==> src/rtl/seg_scan_ctrl.sv <==
// Eight-digit common-anode seven-segment scan controller: 8x4-bit digit store,
// prescaled round-robin scan over enabled digits, per-slot anode blanking gap.
module seg_scan_ctrl #(
  parameter int CLK_DIV   = 100000,
  parameter int BLANK_GAP = 4
) (
  input  logic       clk,
  input  logic       reset,
  input  logic       write,
  input  logic [2:0] sel,
  input  logic [3:0] num,
  input  logic [7:0] en_mask,
  output logic [6:0] segments,
  output logic [7:0] anode,
  output logic [2:0] digit_idx,
  output logic       frame
);

  localparam int CW = $clog2(CLK_DIV);
  localparam logic [CW-1:0] LAST = CW'(CLK_DIV - 1);

  logic [CW-1:0]     cnt_q, cnt_d;
  logic [2:0]        idx_q, idx_d, idx_nxt;
  logic [7:0][3:0]   mem_q, mem_d;
  logic [7:0]        an_q, an_d;
  logic [6:0]        seg_q, seg_d;
  logic              frame_q, frame_d;
  logic              step, in_gap, lit, found;

  function automatic logic [6:0] hex_dec(input logic [3:0] v);
    case (v)
      4'h0: hex_dec = 7'b1000000;
      4'h1: hex_dec = 7'b1111001;
      4'h2: hex_dec = 7'b0100100;
      4'h3: hex_dec = 7'b0110000;
      4'h4: hex_dec = 7'b0011001;
      4'h5: hex_dec = 7'b0010010;
      4'h6: hex_dec = 7'b0000010;
      4'h7: hex_dec = 7'b1111000;
      4'h8: hex_dec = 7'b0000000;
      4'h9: hex_dec = 7'b0010000;
      4'hA: hex_dec = 7'b0001000;
      4'hB: hex_dec = 7'b0000011;
      4'hC: hex_dec = 7'b1000110;
      4'hD: hex_dec = 7'b0100001;
      4'hE: hex_dec = 7'b0000110;
      default: hex_dec = 7'b0001110;
    endcase
  endfunction

  generate
    if (BLANK_GAP == 0) begin : g_nogap
      assign in_gap = 1'b0;
    end else begin : g_gap
      assign in_gap = (cnt_q < CW'(BLANK_GAP));
    end
  endgenerate

  assign step = (cnt_q == LAST);

  always_comb begin
    mem_d = mem_q;
    if (write) mem_d[sel] = num;

    cnt_d = step ? '0 : cnt_q + 1'b1;

    // Circular search starting after idx; k = 8 lands back on idx itself.
    idx_nxt = idx_q;
    found   = 1'b0;
    for (int k = 1; k <= 8; k++) begin
      if (!found && en_mask[idx_q + 3'(k)]) begin
        idx_nxt = idx_q + 3'(k);
        found   = 1'b1;
      end
    end

    idx_d   = step ? idx_nxt : idx_q;
    frame_d = step && found && (idx_nxt <= idx_q);

    // Output stage looks at the live mask so a cleared digit goes dark at once.
    lit   = en_mask[idx_q] && !in_gap;
    an_d  = lit ? ~(8'b1 << idx_q) : 8'hFF;
    seg_d = lit ? hex_dec(mem_q[idx_q]) : 7'h7F;
  end

  always_ff @(posedge clk) begin
    if (!reset) begin
      cnt_q   <= '0;
      idx_q   <= '0;
      mem_q   <= '0;
      an_q    <= 8'hFF;
      seg_q   <= 7'h7F;
      frame_q <= 1'b0;
    end else begin
      cnt_q   <= cnt_d;
      idx_q   <= idx_d;
      mem_q   <= mem_d;
      an_q    <= an_d;
      seg_q   <= seg_d;
      frame_q <= frame_d;
    end
  end

  assign segments  = seg_q;
  assign anode     = an_q;
  assign digit_idx = idx_q;
  assign frame     = frame_q;

endmodule

==> config.mk <==
export PLATFORM = sky130hd
export DESIGN_NAME = seg_scan_ctrl
export DESIGN_NICKNAME = d
export VERILOG_FILES = /design/src/rtl/seg_scan_ctrl.sv
export SDC_FILE = /design/constraint.sdc
export NUM_CORES = 1
export LEC_CHECK = 0
export CORE_MARGIN = 4
export CORE_UTILIZATION = 55
export DETAILED_ROUTE_END_ITERATION = 8
export GPL_ROUTABILITY_DRIVEN = 0
export HOLD_SLACK_MARGIN = 0.15
export PLACE_DENSITY = 0.75
export SETUP_SLACK_MARGIN = 0.4
export SYNTH_ARGS = -nofsm -noshare
export SYNTH_HDL_FRONTEND = slang
export SYNTH_SLANG_ARGS = --single-unit
==> constraint.sdc <==
create_clock -name clk -period 9.7 [get_ports clk]
set_input_delay 1.94 -clock clk [delete_from_list [all_inputs] [get_ports clk]]
set_output_delay 1.94 -clock clk [all_outputs]
set_load 0.02 [all_outputs]
== Word level (Yosys, flattened, before mapping) ==
Memory sizes are Yosys's and may differ from the RTL's. A register that Yosys moved wholly into a read port is not among the register bits.
Cells that the tools add are included.

* Register bits: 61
* Bits in latches: 0
* Memory bits (writable): 0
* Memory bits (read-only): 112
* Input port bits: 18
* Output and inout port bits: 19
* Memories kept: 1

{| class="wikitable"
|+ Memories
! memory !! words !! width !! rd ports !! clocked after Yosys merged registers in !! write ports !! RTL line !! RTL
|-
| (name not given) || 16 || 7 || 1 || 1 || 0 || 31 || <nowiki>case (v)</nowiki>
|}

* Add/subtract/negate cells: 8
* Multiply operators: 0
* Divide/modulo/power cells: 0
* $lt $le $gt $ge: 12
* Equal/unequal tests: 1
* Shift-type cells: 1
* Multiplexer cells: 37
* Bitwise logic cells: 2
* Reductions and logical operators: 22

{| class="wikitable"
|+ Operator list
! cell !! number
|-
| 3-bit by 4-bit < comparator with 1-bit output, second input constant || 9
|-
| 32-bit bitwise mux || 1
|-
| 1-bit binary-select mux with 3-bit select || 8
|-
| 3-bit 2-to-1 mux || 8
|-
| 17-bit by 1-bit adder with 17-bit output, second input constant || 1
|-
| 17-bit equality test, second input constant || 1
|-
| 17-bit by 3-bit < comparator with 1-bit output, second input constant || 1
|-
| 1-bit 2-to-1 mux || 16
|-
| 3-bit adder, second input constant || 4
|-
| 4-bit binary-select mux with 3-bit select || 1
|-
| 4-bit demux with 3-bit select || 1
|-
| 1-bit logical AND || 11
|-
| 1-bit zero test || 9
|-
| 4-bit 2-to-1 mux || 2
|-
| 8-bit NOT || 1
|-
| 1-bit by 3-bit << shifter with 8-bit output, first input constant || 1
|-
| 3-bit by 2-bit adder with 3-bit output, second input constant || 2
|-
| 3-bit by 1-bit adder with 3-bit output, second input constant || 1
|-
| 3-bit by 1-bit >= comparator with 1-bit output, second input constant || 1
|-
| 3-bit <= comparator || 1
|-
| 2-bit AND reduction || 1
|-
| 2-bit OR reduction || 1
|-
| 1-bit NOT || 1
|}

== Logic depth before layout (Yosys ltp) ==
Gate-level depths: netlist of the first run.

* Depth after elaboration: 27
* Gate-level depth with buffers: 17
* Depth with buffers taken out: 13

== Worst setup path before layout of the first run ==
Ideal clock, no wire load.

* Path type: in2reg
* From: input port en_mask[7]
* To: register frame_q (netlist: frame)
* Library setup time: 0.061 ns
* Arrival time: 4.247 ns
* Setup slack: 5.392 ns
* Cell stages on the path: 11
* Path buffers: 0
* Cell sequence: mux4_2 -> mux2_2 -> or4_1 -> o2111ai_1 -> nand3_1 -> a32o_1 -> nand2_1 -> ha_1 -> o21a_1 -> o21ai_0 -> o2111a_1

* Word-level cells in the longest chain between the ends: 26
* Elaborated cells on any way between the ends: 49
* Classes of those cells: order compare (1); mux (32); reduce/logical (16)

{| class="wikitable"
|+ Ends and longest elaborated chain
! item !! RTL line !! RTL
|-
| start, declared || 12 || <nowiki>input logic [7:0] en_mask,</nowiki>
|-
| 1-bit binary-select mux with 3-bit select || 71 || <nowiki>if (!found && en_mask[idx_q + 3'(k)]) begin</nowiki>
|-
| 1-bit 2-to-1 mux (implied by the code) || 71 ||
|-
| 1-bit 2-to-1 mux || 71 ||
|-
| 1-bit zero test || 71 ||
|-
| 1-bit logical AND || 71 ||
|-
| 1-bit 2-to-1 mux || 71 ||
|-
| 1-bit zero test || 71 ||
|-
| 1-bit logical AND || 71 ||
|-
| [... 11 more ...] || -- ||
|-
| 1-bit logical AND || 71 ||
|-
| 1-bit 2-to-1 mux || 71 ||
|-
| 1-bit zero test || 71 ||
|-
| 1-bit logical AND || 71 ||
|-
| 3-bit 2-to-1 mux (*) || 71 ||
|-
| net idx_nxt[2] || 23 || <nowiki>logic [2:0] idx_q, idx_d, idx_nxt;</nowiki>
|-
| 3-bit <= comparator (*) || 78 || <nowiki>frame_d = step && found && (idx_nxt <= idx_q);</nowiki>
|-
| 1-bit logical AND (*) || 78 ||
|-
| end signal, assigned || 100 || <nowiki>frame_q <= frame_d;</nowiki>
|-
| end, declared || 27 || <nowiki>logic frame_q, frame_d;</nowiki>
|}

Mark *: on every way through the listed nets, which the timed path passes. The rest lies on a longest branch. The select of a mux whose other input is x is not followed.
A chain may end at the register's enable or synchronous reset.

== Worst setup path after layout of the first run ==
* From: register idx_q[1] (netlist: digit_idx[1])
* To: register frame_q (netlist: frame)

* Word-level cells in the longest chain between the ends: 27
* Elaborated cells on any way between the ends: 56
* Classes of those cells: add/sub (7); order compare (1); mux (32); reduce/logical (16)

{| class="wikitable"
|+ Ends and longest elaborated chain
! item !! RTL line !! RTL
|-
| start, declared || 23 ||
|-
| start signal, assigned || 96 || <nowiki>idx_q <= idx_d;</nowiki>
|-
| 3-bit by 1-bit adder with 3-bit output || 71, 72 ||
|-
| 1-bit binary-select mux with 3-bit select || 71 ||
|-
| 1-bit 2-to-1 mux (implied by the code) || 71 ||
|-
| 1-bit 2-to-1 mux || 71 ||
|-
| 1-bit zero test || 71 ||
|-
| 1-bit logical AND || 71 ||
|-
| 1-bit 2-to-1 mux || 71 ||
|-
| 1-bit zero test || 71 ||
|-
| [... 12 more ...] || -- ||
|-
| 1-bit logical AND || 71 ||
|-
| 1-bit 2-to-1 mux || 71 ||
|-
| 1-bit zero test || 71 ||
|-
| 1-bit logical AND || 71 ||
|-
| 3-bit 2-to-1 mux (*) || 71 ||
|-
| net idx_nxt[2] || 23 ||
|-
| 3-bit <= comparator (*) || 78 ||
|-
| 1-bit logical AND (*) || 78 ||
|}

Marked as above.

==> results of run 1 <==
==> worst max-delay path, cell delays in order, from the launching register on <==
cell	delay, ns
dfxtp_1	0.85
clkinv_1	0.59
ha_1	0.87
mux4_2	0.58
mux2_2	0.34
or4_1	0.52
o2111ai_1	0.14
nand3_1	0.10
a32o_1	0.22
nand2_1	0.07
ha_1	0.24
o21a_1	0.11
o21ai_0	0.15
o2111a_1	0.18
==> power breakdown <==
| part | internal, uW | leakage, uW | switching (uW) | total [uW] |
|---|---|---|---|---|
| Sequential | 284 | 0.000550 | 2.65 | 286 |
| Combinational | 23.7 | 0.00109 | 28.2 | 52.0 |
| Clock | 105 | 0.0000893 | 104 | 209 |
| Total | 412 | 0.00173 | 135 | 547 |
==> cells by family (layout without fill, tap and decap cells) <==
| kind of cell | Yosys count | in the layout |
|---|---|---|
| AOI/OAI and AO/OA | 44 | 44 |
| xor gates and xnor gates | 17 | 17 |
| adders and majority gates | 18 | 18 |
| buffers and inverters | 32 | 64 |
| DFF | 68 | 68 |
| muxes | 69 | 69 |
| and+or+nand+nor | 155 | 155 |
==> synthesized netlist by cell type, types with 2 or more instances <==
| master | count | area [sq um] |
|---|---|---|
| nor2_1 | 55 | 206 |
| nor4_1 | 3 | 18.8 |
| mux2_2 | 3 | 33.8 |
| xnor2_1 | 9 | 78.8 |
| o21ai_0 | 10 | 50.1 |
| nor3_1 | 6 | 30.0 |
| nand4b_1 | 3 | 26.3 |
| a221o_1 | 2 | 20.0 |
| ha_1 | 18 | 225 |
| xor2_1 | 7 | 61.3 |
| inv_1 | 9 | 33.8 |
| nand3_1 | 19 | 95.1 |
| clkbuf_1 | 12 | 45.0 |
| o221ai_1 | 5 | 43.8 |
| dfxtp_1 | 68 | 1360 |
| or3_1 | 3 | 18.8 |
| mux4_2 | 20 | 450 |
| and3_1 | 7 | 43.8 |
| clkinv_1 | 2 | 7.51 |
| a21oi_1 | 11 | 55.1 |
| buf_2 | 5 | 25.0 |
| nand2_1 | 45 | 169 |
| a31oi_1 | 2 | 12.5 |
| nand4_1 | 2 | 12.5 |
| nor2b_1 | 4 | 25.0 |
| nand2b_1 | 3 | 18.8 |
| buf_4 | 3 | 22.5 |
| mux2i_1 | 46 | 460 |
| o21a_1 | 3 | 22.5 |
| nor3b_1 | 2 | 15.0 |
==> metrics by stage <==
| step | setup WS [ns] | instance area (sq um) | util | std cells | total power (uW) |
|---|---|---|---|---|---|
| final | 4.67 | 4410 | 0.649 | 531 | 547 |
| after global routing | 4.38 | 4410 | 0.649 | 531 | 568 |
| after CTS | 4.73 | 4410 | 0.649 | 531 | 551 |
| after detailed placement | 4.56 | 4240 | 0.624 | 516 | 343 |
| after global placement | 4.67 | 4240 | 0.624 | 516 | 342 |
| after floorplan | 5.39 | 3840 | - | 403 | 326 |
==> sequential cells by signal, indices dropped and copies added (netlist names) <==
register and count:
frame 1, cnt_q 17, digit_idx 3, segments 7, anode 8, mem_q 32
==> worst paths after layout <==
kind                                            end  depth (start not counted)  slack [ns]
worst max register to register     frame$_SDFF_PN0_                         13        4.67
worst min register to register  cnt_q[0]$_SDFF_PP0_                          1        0.48
worst min-delay path            cnt_q[0]$_SDFF_PP0_                          1        0.48
worst max-delay path               frame$_SDFF_PN0_                         13        4.67
==> layout make-up <==
type | count | area [sq um]
fillers | 563 | 2390
clock buffers | 13 | 159
well taps | 96 | 120
repair buffers | 38 | 375
clock inverters | 2 | 10.0
inverters | 11 | 41.3
flip-flops and latches | 68 | 1360
multi-input cells | 303 | 2340
==> layer usage <==
metal,up-vias,routed length [microns]
met5,-,0
met1,1481,3800
met4,0,153
met2,110,3830
met3,18,498
li1,1494,-
==> impl_metrics.json, run 1 <==
{
  "status": "complete, no violations",
  "cts_sinks": 68,
  "relSlewSlack": 0.282,
  "dp_hpwl_mm": 5.71,
  "synthAdderAreaFrac": 0.0587,
  "syn2layout_area_growth_pct": 14.8,
  "wire_per_inst_microns": 15.6,
  "postRouteAntennaNets": 0,
  "clk_path_buf_depth": 2,
  "synth_top_family_by_area": "multiplexers",
  "cts_hold_buffers": 0,
  "async_reset_ff_frac": 0,
  "synth.mux.area_fraction": 0.246,
  "first_iter_violations": 160,
  "mostFrequentLayoutCells": "dfxtp_1 (68), nor2_1 (55), mux2i_1 (46)",
  "grt_start_max_net_pins": 35,
  "synth-xor-area-share": 0.0407,
  "finalClockSkew_ns": 0.00770,
  "cts.repair.resized": 0,
  "met1_usage": 0.264,
  "finalCritPeriodShare": 0.519,
  "syn_area_sq_mm": 0.00384,
  "worstSetupEndpointType": "flop",
  "rows": 30,
  "synth_fp_nets": 439,
  "critPathRequiredTime_ns": 9.99,
  "ys_warn_count": 0,
  "cp-startpoint": "digit_idx[1]$_SDFFE_PN0P_",
  "grt_overflow": 0,
  "io_buffers": 36,
  "max_freq_mhz": 199,
  "cts_inserted_buffers": 9,
  "startpoint_type": "flop",
  "drive_above_1_share": 0.0943,
  "insertion_delay_ns": 0.34,
  "ctsHtreeMaxLevel": 3,
  "grt_pass1_vias": 2850,
  "synth_compound_area_frac": 0.0792,
  "antenna_found_initial": 0,
  "hold_viol_final": 0,
  "grt_pass1_wl_mm": 13.6,
  "drt_first_pass_iters": 4,
  "hp-class": "flop to flop",
  "worst_slew_pin_slew_ns": 1.05,
  "avgSynthCellArea_sq_um": 9.53,
  "ys_types": 46,
  "fin_setup_tns_ns": 0,
  "via_per_inst": 5.84,
  "yosys_register_bits": 68,
  "die_y_microns": 91.5,
  "synth_flop_cell": "dfxtp_1",
  "grt-busiest-layer": "met2",
  "synth_edf_count": 0,
  "final_max_slew_viol_count": 0,
  "root_buffer": "clkbuf_8",
  "crit_arrival_ns": 5.32,
  "ir_drop_v": 0.0000634,
  "p_per_area_mw_per_mm2": 124,
  "start_util": 0.565,
  "crit_fanout": 16,
  "die_w_microns": 91.5,
  "drv_cap": 0,
  "p_leak_uw": 0.00173,
  "vias": 3103,
  "synthSimpleGateAreaFrac": 0.185,
  "yosysSeqAreaShare": 0.355,
  "met3_usage": 0.0456,
  "postRouteWirelength_mm": 8.28,
  "coreArea_sq_mm": 0.00679,
  "grt_use_total": 0.204,
  "tritoncts": "yes",
  "grt_setup_unrepaired": "false",
  "post-route-min-period_ns": 5.03,
  "clk_pin_slew_worst_paths_ns": 0.07,
  "hold_slack_ns": 0.478,
  "worstHoldStart": "cnt_q[0]$_SDFF_PP0_",
  "critPathKind": "flop to flop",
  "layout_commonest_cell": "dfxtp_1",
  "setup_viol": 0,
  "rr_startpoint": "digit_idx[1]$_SDFFE_PN0P_",
  "nets": 467,
  "syn_inst": 403,
  "grt_use_met2": 0.330,
  "n_antenna_cell": 0,
  "drcViolationCount": 0,
  "postCtsSetupBuffers": 0,
  "dieArea_sq_mm": 0.00838,
  "io_pins": 37
}
Note: power is estimated with default switching activity, not from simulation.
==> run 2: changes to the inputs <==
--- a/config.mk
+++ b/config.mk
@@ -6,11 +6,11 @@
 export NUM_CORES = 1
 export LEC_CHECK = 0
 export CORE_MARGIN = 4
-export CORE_UTILIZATION = 55
+export CORE_UTILIZATION = 52
 export DETAILED_ROUTE_END_ITERATION = 8
 export GPL_ROUTABILITY_DRIVEN = 0
 export HOLD_SLACK_MARGIN = 0.15
-export PLACE_DENSITY = 0.75
+export PLACE_DENSITY = 0.74
 export SETUP_SLACK_MARGIN = 0.4
 export SYNTH_ARGS = -nofsm -noshare
 export SYNTH_HDL_FRONTEND = slang
==> constraint.sdc (replaced) <==
create_clock -name clk -period 4.16 [get_ports clk]
set_input_delay 0.832 -clock clk [delete_from_list [all_inputs] [get_ports clk]]
set_output_delay 0.832 -clock clk [all_outputs]
set_load 0.02 [all_outputs]
==> run 2 against run 1 <==
Against the previous run:
- final cell count increased by 1.9%
- wire length increased by 0.74%
- register-to-register slack got worse by 4.1 ns
- sequential power increased by 130%
- critical path depth decreased by 1
- worst setup slack got worse by 4.1 ns
- global-route usage decreased by 0.72 points
- sequential share of layout area decreased by 0.76 points
- critical endpoint unchanged
- highest routed layer unchanged
==> impl_metrics.json, run 2 (synthesized netlist as in run 1, its figures left out) <==
{
  "status": "complete, no violations",
  "postRouteWirelength_mm": 8.34,
  "cts_sinks": 68,
  "ctsHtreeMaxLevel": 3,
  "insertion_delay_ns": 0.33,
  "critPathKind": "primary input to flop",
  "finalCritPeriodShare": 0.866,
  "root_buffer": "clkbuf_8",
  "critPathMaxStageDelay_ns": 0.54,
  "grt_pass1_wl_mm": 13.9,
  "clk_path_buf_depth": 2,
  "cts_hold_buffers": 0,
  "io_pins": 37,
  "via_per_inst": 5.67,
  "first_iter_violations": 130,
  "post-route-min-period_ns": 3.60,
  "antenna_found_initial": 0,
  "switchingPower_uw": 304,
  "power_frac_comb": 0.094,
  "endpoint": "frame$_SDFF_PN0_",
  "max_freq_mhz": 278,
  "regMostFlops": "mem_q",
  "clk_pin_slew_worst_paths_ns": 0.07,
  "drcViolationCount": 0,
  "grt_start_max_net_pins": 34,
  "reg2regPathDepth": 14,
  "crit_fanout": 7,
  "cpMaxStageDelayCell": "clkdlybuf4s50_1",
  "setup_viol": 0,
  "dp_hpwl_mm": 5.89,
  "hold_viol_final": 0,
  "pwr-share-seq": 0.504,
  "cts_inserted_buffers": 9,
  "syn2layout_area_growth_pct": 17.9,
  "grt_pass1_vias": 2866,
  "critPathRequiredTime_ns": 4.44,
  "crit_family": "multiplexers",
  "cp-startpoint": "en_mask[6]",
  "path_cells": "clkdlybuf4s50_1 -> mux4_2 -> mux2_2 -> or4_1 -> o2111ai_1 -> nand3_1 -> a32o_1 -> nand2_1 -> ha_1 -> o21a_1 -> o21ai_0 -> o2111a_1",
  "switching_share": 0.229,
  "mostFrequentLayoutCells": "dfxtp_1 (66), nor2_1 (55), mux2i_1 (45), nand2_1 (45), clkdlybuf4s50_1 (36)",
  "finalClockSkew_ns": 0.00673,
  "dieArea_sq_mm": 0.00882,
  "die_w_microns": 93.9,
  "p_leak_uw": 0.00178,
  "final_max_slew_viol_count": 0,
  "cell_internal_pwr_uw": 1020,
  "die_y_microns": 93.9,
  "io_buffers": 36,
  "pwr-share-clk": 0.402,
  "crit_arrival_ns": 3.89,
  "placed_area_sq_mm": 0.00432,
  "rows": 31,
  "start_util": 0.532,
  "fin_setup_tns_ns": 0,
  "nets": 475,
  "reg2reg_to": "frame$_SDFF_PN0_",
  "p_per_area_mw_per_mm2": 293,
  "worstSetupEndpointType": "flop",
  "fin_area_sq_mm": 0.00453,
  "worst_slew_pin_slew_ns": 0.894,
  "drt_first_pass_iters": 4,
  "postCtsSetupBuffers": 0,
  "drv_cap": 0,
  "grt_setup_unrepaired": "false",
  "coreArea_sq_mm": 0.00721,
  "final_core_util": 0.627,
  "cp_num_cells": 12,
  "largest_reg_flops": 32,
  "relSlewSlack": 0.387,
  "ir_drop_v": 0.000149,
  "tritoncts": "yes",
  "startpoint_type": "primary input",
  "rr_startpoint": "digit_idx[0]$_SDFFE_PN0P_",
  "drive_above_1_share": 0.124,
  "layout_commonest_cell": "dfxtp_1",
  "path_buf_inv": 1,
  "vias": 3069,
  "wire_per_inst_microns": 15.4,
  "n_antenna_cell": 0,
  "r2r_setup_slack_ns": 0.61,
  "grt_overflow": 0,
  "cts.repair.resized": 0,
  "grt_use_total": 0.197,
  "postRouteAntennaNets": 0,
  "hp-class": "flop to flop",
  "worstHoldPathCells": 2
}
==> run 2: cell count changes in the layout (fill, tap and decap cells not counted), sizes merged <==
cell / previous run / this run
buf: 2 / 10
bufinv: 0 / 1
clkbuf: 13 / 12
clkinv: 4 / 3
==> run 2: tightest hold or removal path, delay by kind of cell, from the launching register on <==
kind             cells  cell delay (ns)
DFF                  1             0.33
and+or+nand+nor      1             0.07
muxes                1             0.06
==> run 2: metrics by stage <==
stage / worst slack, ns / total power (uW) / std cells / hold WS, ns
detailed placement: 0.199 / 804 / 527 / 0.480
finish: 0.557 / 1330 / 541 / 0.495
floorplan: 0.413 / 760 / 403 / 0.437
global placement: 0.297 / 801 / 527 / 0.456
global route: 0.412 / 1380 / 541 / 0.514
CTS: 0.447 / 1340 / 541 / 0.496
==> run 2: area by class of cell <==
type | count | area [sq um]
tap | 99 | 124
clock inverter | 2 | 35.0
timing repair buffer | 46 | 435
multi-input combinational | 303 | 2370
sequential | 68 | 1360
inverter | 11 | 42.5
clock buffer | 12 | 155
fill | 614 | 2690
==> run 2: worst min path at each step <==
| stage | start | end | slack, ns |
|---|---|---|---|
| floorplan | cnt_q[0]$_SDFF_PP0_ | cnt_q[0]$_SDFF_PP0_ | 0.44 |
| global placement | cnt_q[0]$_SDFF_PP0_ | cnt_q[0]$_SDFF_PP0_ | 0.46 |
| detailed placement | cnt_q[0]$_SDFF_PP0_ | cnt_q[0]$_SDFF_PP0_ | 0.48 |
| CTS | mem_q[1]$_SDFFE_PN0P_ | mem_q[1]$_SDFFE_PN0P_ | 0.50 |
| global route | cnt_q[0]$_SDFF_PP0_ | cnt_q[0]$_SDFF_PP0_ | 0.51 |
| finish | mem_q[1]$_SDFFE_PN0P_ | mem_q[1]$_SDFFE_PN0P_ | 0.49 |
==> run 2: layer usage <==
layer | global-route usage | part of all wire | vias to the layer above
met1 | 0.257 | 0.46 | 1463
met3 | 0.0393 | 0.042 | 17
li1 | - | - | 1519
met4 | 0.0722 | 0.023 | 0
met2 | 0.322 | 0.48 | 70
met5 | 0 | 0 | -
==> run 2: power groups by stage <==
stage               registers (uW)  logic, uW  clock network (uW)
floorplan                      683       77.7                   0
global placement               682        119                   0
detailed placement             683        121                   0
CTS                            668        123                 550
global route                   669        136                 571
finish                         668        124                 534
==> run 3: changes to the inputs <==
--- a/config.mk
+++ b/config.mk
@@ -10,8 +10,10 @@
 export DETAILED_ROUTE_END_ITERATION = 8
 export GPL_ROUTABILITY_DRIVEN = 0
 export HOLD_SLACK_MARGIN = 0.15
+export MAX_ROUTING_LAYER = met4
 export PLACE_DENSITY = 0.74
 export SETUP_SLACK_MARGIN = 0.4
+export SKIP_CTS_REPAIR_TIMING = 1
 export SYNTH_ARGS = -nofsm -noshare
 export SYNTH_HDL_FRONTEND = slang
 export SYNTH_SLANG_ARGS = --single-unit
==> run 3 against run 2 <==
Against the previous run:
- count of clock-buffer cells in the layout unchanged
- core utilization unchanged
- power about the same
- via count unchanged
- largest power group unchanged
- worst setup slack about the same
==> impl_metrics.json, run 3 (synthesized netlist as in run 1, its figures left out) <==
{
  "dp_hpwl_mm": 5.89,
  "coreArea_sq_mm": 0.00721,
  "clk_path_buf_depth": 2,
  "drcViolationCount": 0,
  "p_leak_uw": 0.00178,
  "crit_fanout": 7,
  "reg2reg_to": "frame$_SDFF_PN0_",
  "hold_viol_final": 0,
  "grt_overflow": 0,
  "grt_start_max_net_pins": 34,
  "critPathMaxStageDelay_ns": 0.54,
  "grt_pass1_wl_mm": 13.9,
  "r2r_setup_slack_ns": 0.61,
  "status": "complete, no violations",
  "finalCritPeriodShare": 0.866,
  "mostFrequentLayoutCells": "dfxtp_1 (66), nor2_1 (55), mux2i_1 (45), nand2_1 (45), clkdlybuf4s50_1 (36)",
  "postRouteWirelength_mm": 8.34,
  "max_freq_mhz": 278,
  "dieArea_sq_mm": 0.00882,
  "clk_pin_slew_worst_paths_ns": 0.07,
  "regMostFlops": "mem_q",
  "drt_first_pass_iters": 4,
  "critPathRequiredTime_ns": 4.44,
  "drv_cap": 0,
  "grt_use_total": 0.202,
  "first_iter_violations": 126,
  "die_y_microns": 93.9,
  "rr_startpoint": "digit_idx[0]$_SDFFE_PN0P_",
  "nFillCells": 614,
  "post-route-min-period_ns": 3.60,
  "worst_slew_pin_slew_ns": 0.894,
  "insertion_delay_ns": 0.33,
  "grt_pass1_vias": 2868,
  "cts_inserted_buffers": 9,
  "ctsHtreeMaxLevel": 3,
  "reg2regPathDepth": 14,
  "cpMaxStageDelayCell": "clkdlybuf4s50_1",
  "io_buffers": 36,
  "path_cells": "clkdlybuf4s50_1 -> mux4_2 -> mux2_2 -> or4_1 -> o2111ai_1 -> nand3_1 -> a32o_1 -> nand2_1 -> ha_1 -> o21a_1 -> o21ai_0 -> o2111a_1",
  "finalClockSkew_ns": 0.00673,
  "worstHoldStart": "mem_q[1]$_SDFFE_PN0P_",
  "crit_arrival_ns": 3.89,
  "wire_per_inst_microns": 15.4,
  "syn2layout_area_growth_pct": 17.9,
  "drive_above_1_share": 0.124,
  "worstSetupEndpointType": "flop",
  "cts_sinks": 68,
  "nets": 475,
  "ir_drop_v": 0.000149,
  "antenna_found_initial": 0,
  "whs_endpoint": "mem_q[1]$_SDFFE_PN0P_",
  "final_max_slew_viol_count": 0,
  "n_antenna_cell": 0,
  "tritoncts": "yes",
  "setup_viol": 0,
  "via_per_inst": 5.67,
  "io_pins": 37,
  "hp-class": "flop to flop",
  "die_w_microns": 93.9,
  "vias": 3069,
  "root_buffer": "clkbuf_8",
  "critPathKind": "primary input to flop",
  "grt_setup_unrepaired": "false",
  "postRouteAntennaNets": 0,
  "fin_setup_tns_ns": 0,
  "largest_reg_flops": 32,
  "final_core_util": 0.627,
  "start_util": 0.532,
  "layout_commonest_cell": "dfxtp_1",
  "p_per_area_mw_per_mm2": 293,
  "rows": 31,
  "relSlewSlack": 0.387,
  "startpoint_type": "primary input",
  "worstHoldPathCells": 2
}
run 3: cell counts in the layout (fill, tap and decap cells not counted):
Identical to the previous run, type by type.
run 3: worst max-delay path by stage:
stage	startpoint	slack (ns)	endpoint	cells past startpoint
2_1_floorplan	digit_idx[0]$_SDFFE_PN0P_	0.41	frame$_SDFF_PN0_	16
3_3_place_gp	en_mask[7]	0.30	frame$_SDFF_PN0_	12
3_5_place_dp	en_mask[6]	0.20	frame$_SDFF_PN0_	12
4_1_cts	digit_idx[1]$_SDFFE_PN0P_	0.45	frame$_SDFF_PN0_	14
5_1_grt	en_mask[6]	0.41	frame$_SDFF_PN0_	12
6_report	en_mask[6]	0.56	frame$_SDFF_PN0_	12
run 3: stage by stage:
| stage | hold slack [ns] | total power [uW] | cells | area (sq um) | worst slack [ns] |
|---|---|---|---|---|---|
| 2_1_floorplan | 0.437 | 760 | 403 | 3860 | 0.413 |
| 3_3_place_gp | 0.456 | 801 | 527 | 4320 | 0.297 |
| 3_5_place_dp | 0.480 | 804 | 527 | 4320 | 0.199 |
| 4_1_cts | 0.496 | 1340 | 541 | 4510 | 0.447 |
| 5_1_grt | 0.514 | 1380 | 541 | 4530 | 0.412 |
| 6_report | 0.495 | 1330 | 541 | 4530 | 0.557 |
run 3: per-layer routing:
| layer | vias up | routed length [microns] | track usage |
|---|---|---|---|
| met5 | - | 0 | - |
| met4 | 0 | 191 | 0.0722 |
| met3 | 17 | 353 | 0.0393 |
| met2 | 70 | 3970 | 0.322 |
| met1 | 1463 | 3830 | 0.257 |
| li1 | 1519 | - | - |
run 3: where the power goes:
group,switching [uW],total (uW),internal (uW)
sequential,6.93,668,661
combinational,66.0,124,57.9
clock,231,534,302
total,304,1330,1020
run 3: layout make-up:
cell class	instances	area [sq um]	area share
clock buffers	12	155	0.0343
clock inverters	2	35.0	0.00774
inverters	11	42.5	0.00940
multi-input cells	303	2370	0.524
flip-flops and latches	68	1360	0.301
well taps	99	124	0.0274
repair buffers	46	435	0.0962
run 3: worst max-delay path, delay by kind of cell:
kind | cells | cell delay, ns
adders and majority gates | 1 | 0.23
buffers and inverters | 1 | 0.54
AOI/OAI and AO/OA | 5 | 0.74
and+or+nand+nor | 3 | 0.69
muxes | 2 | 0.84
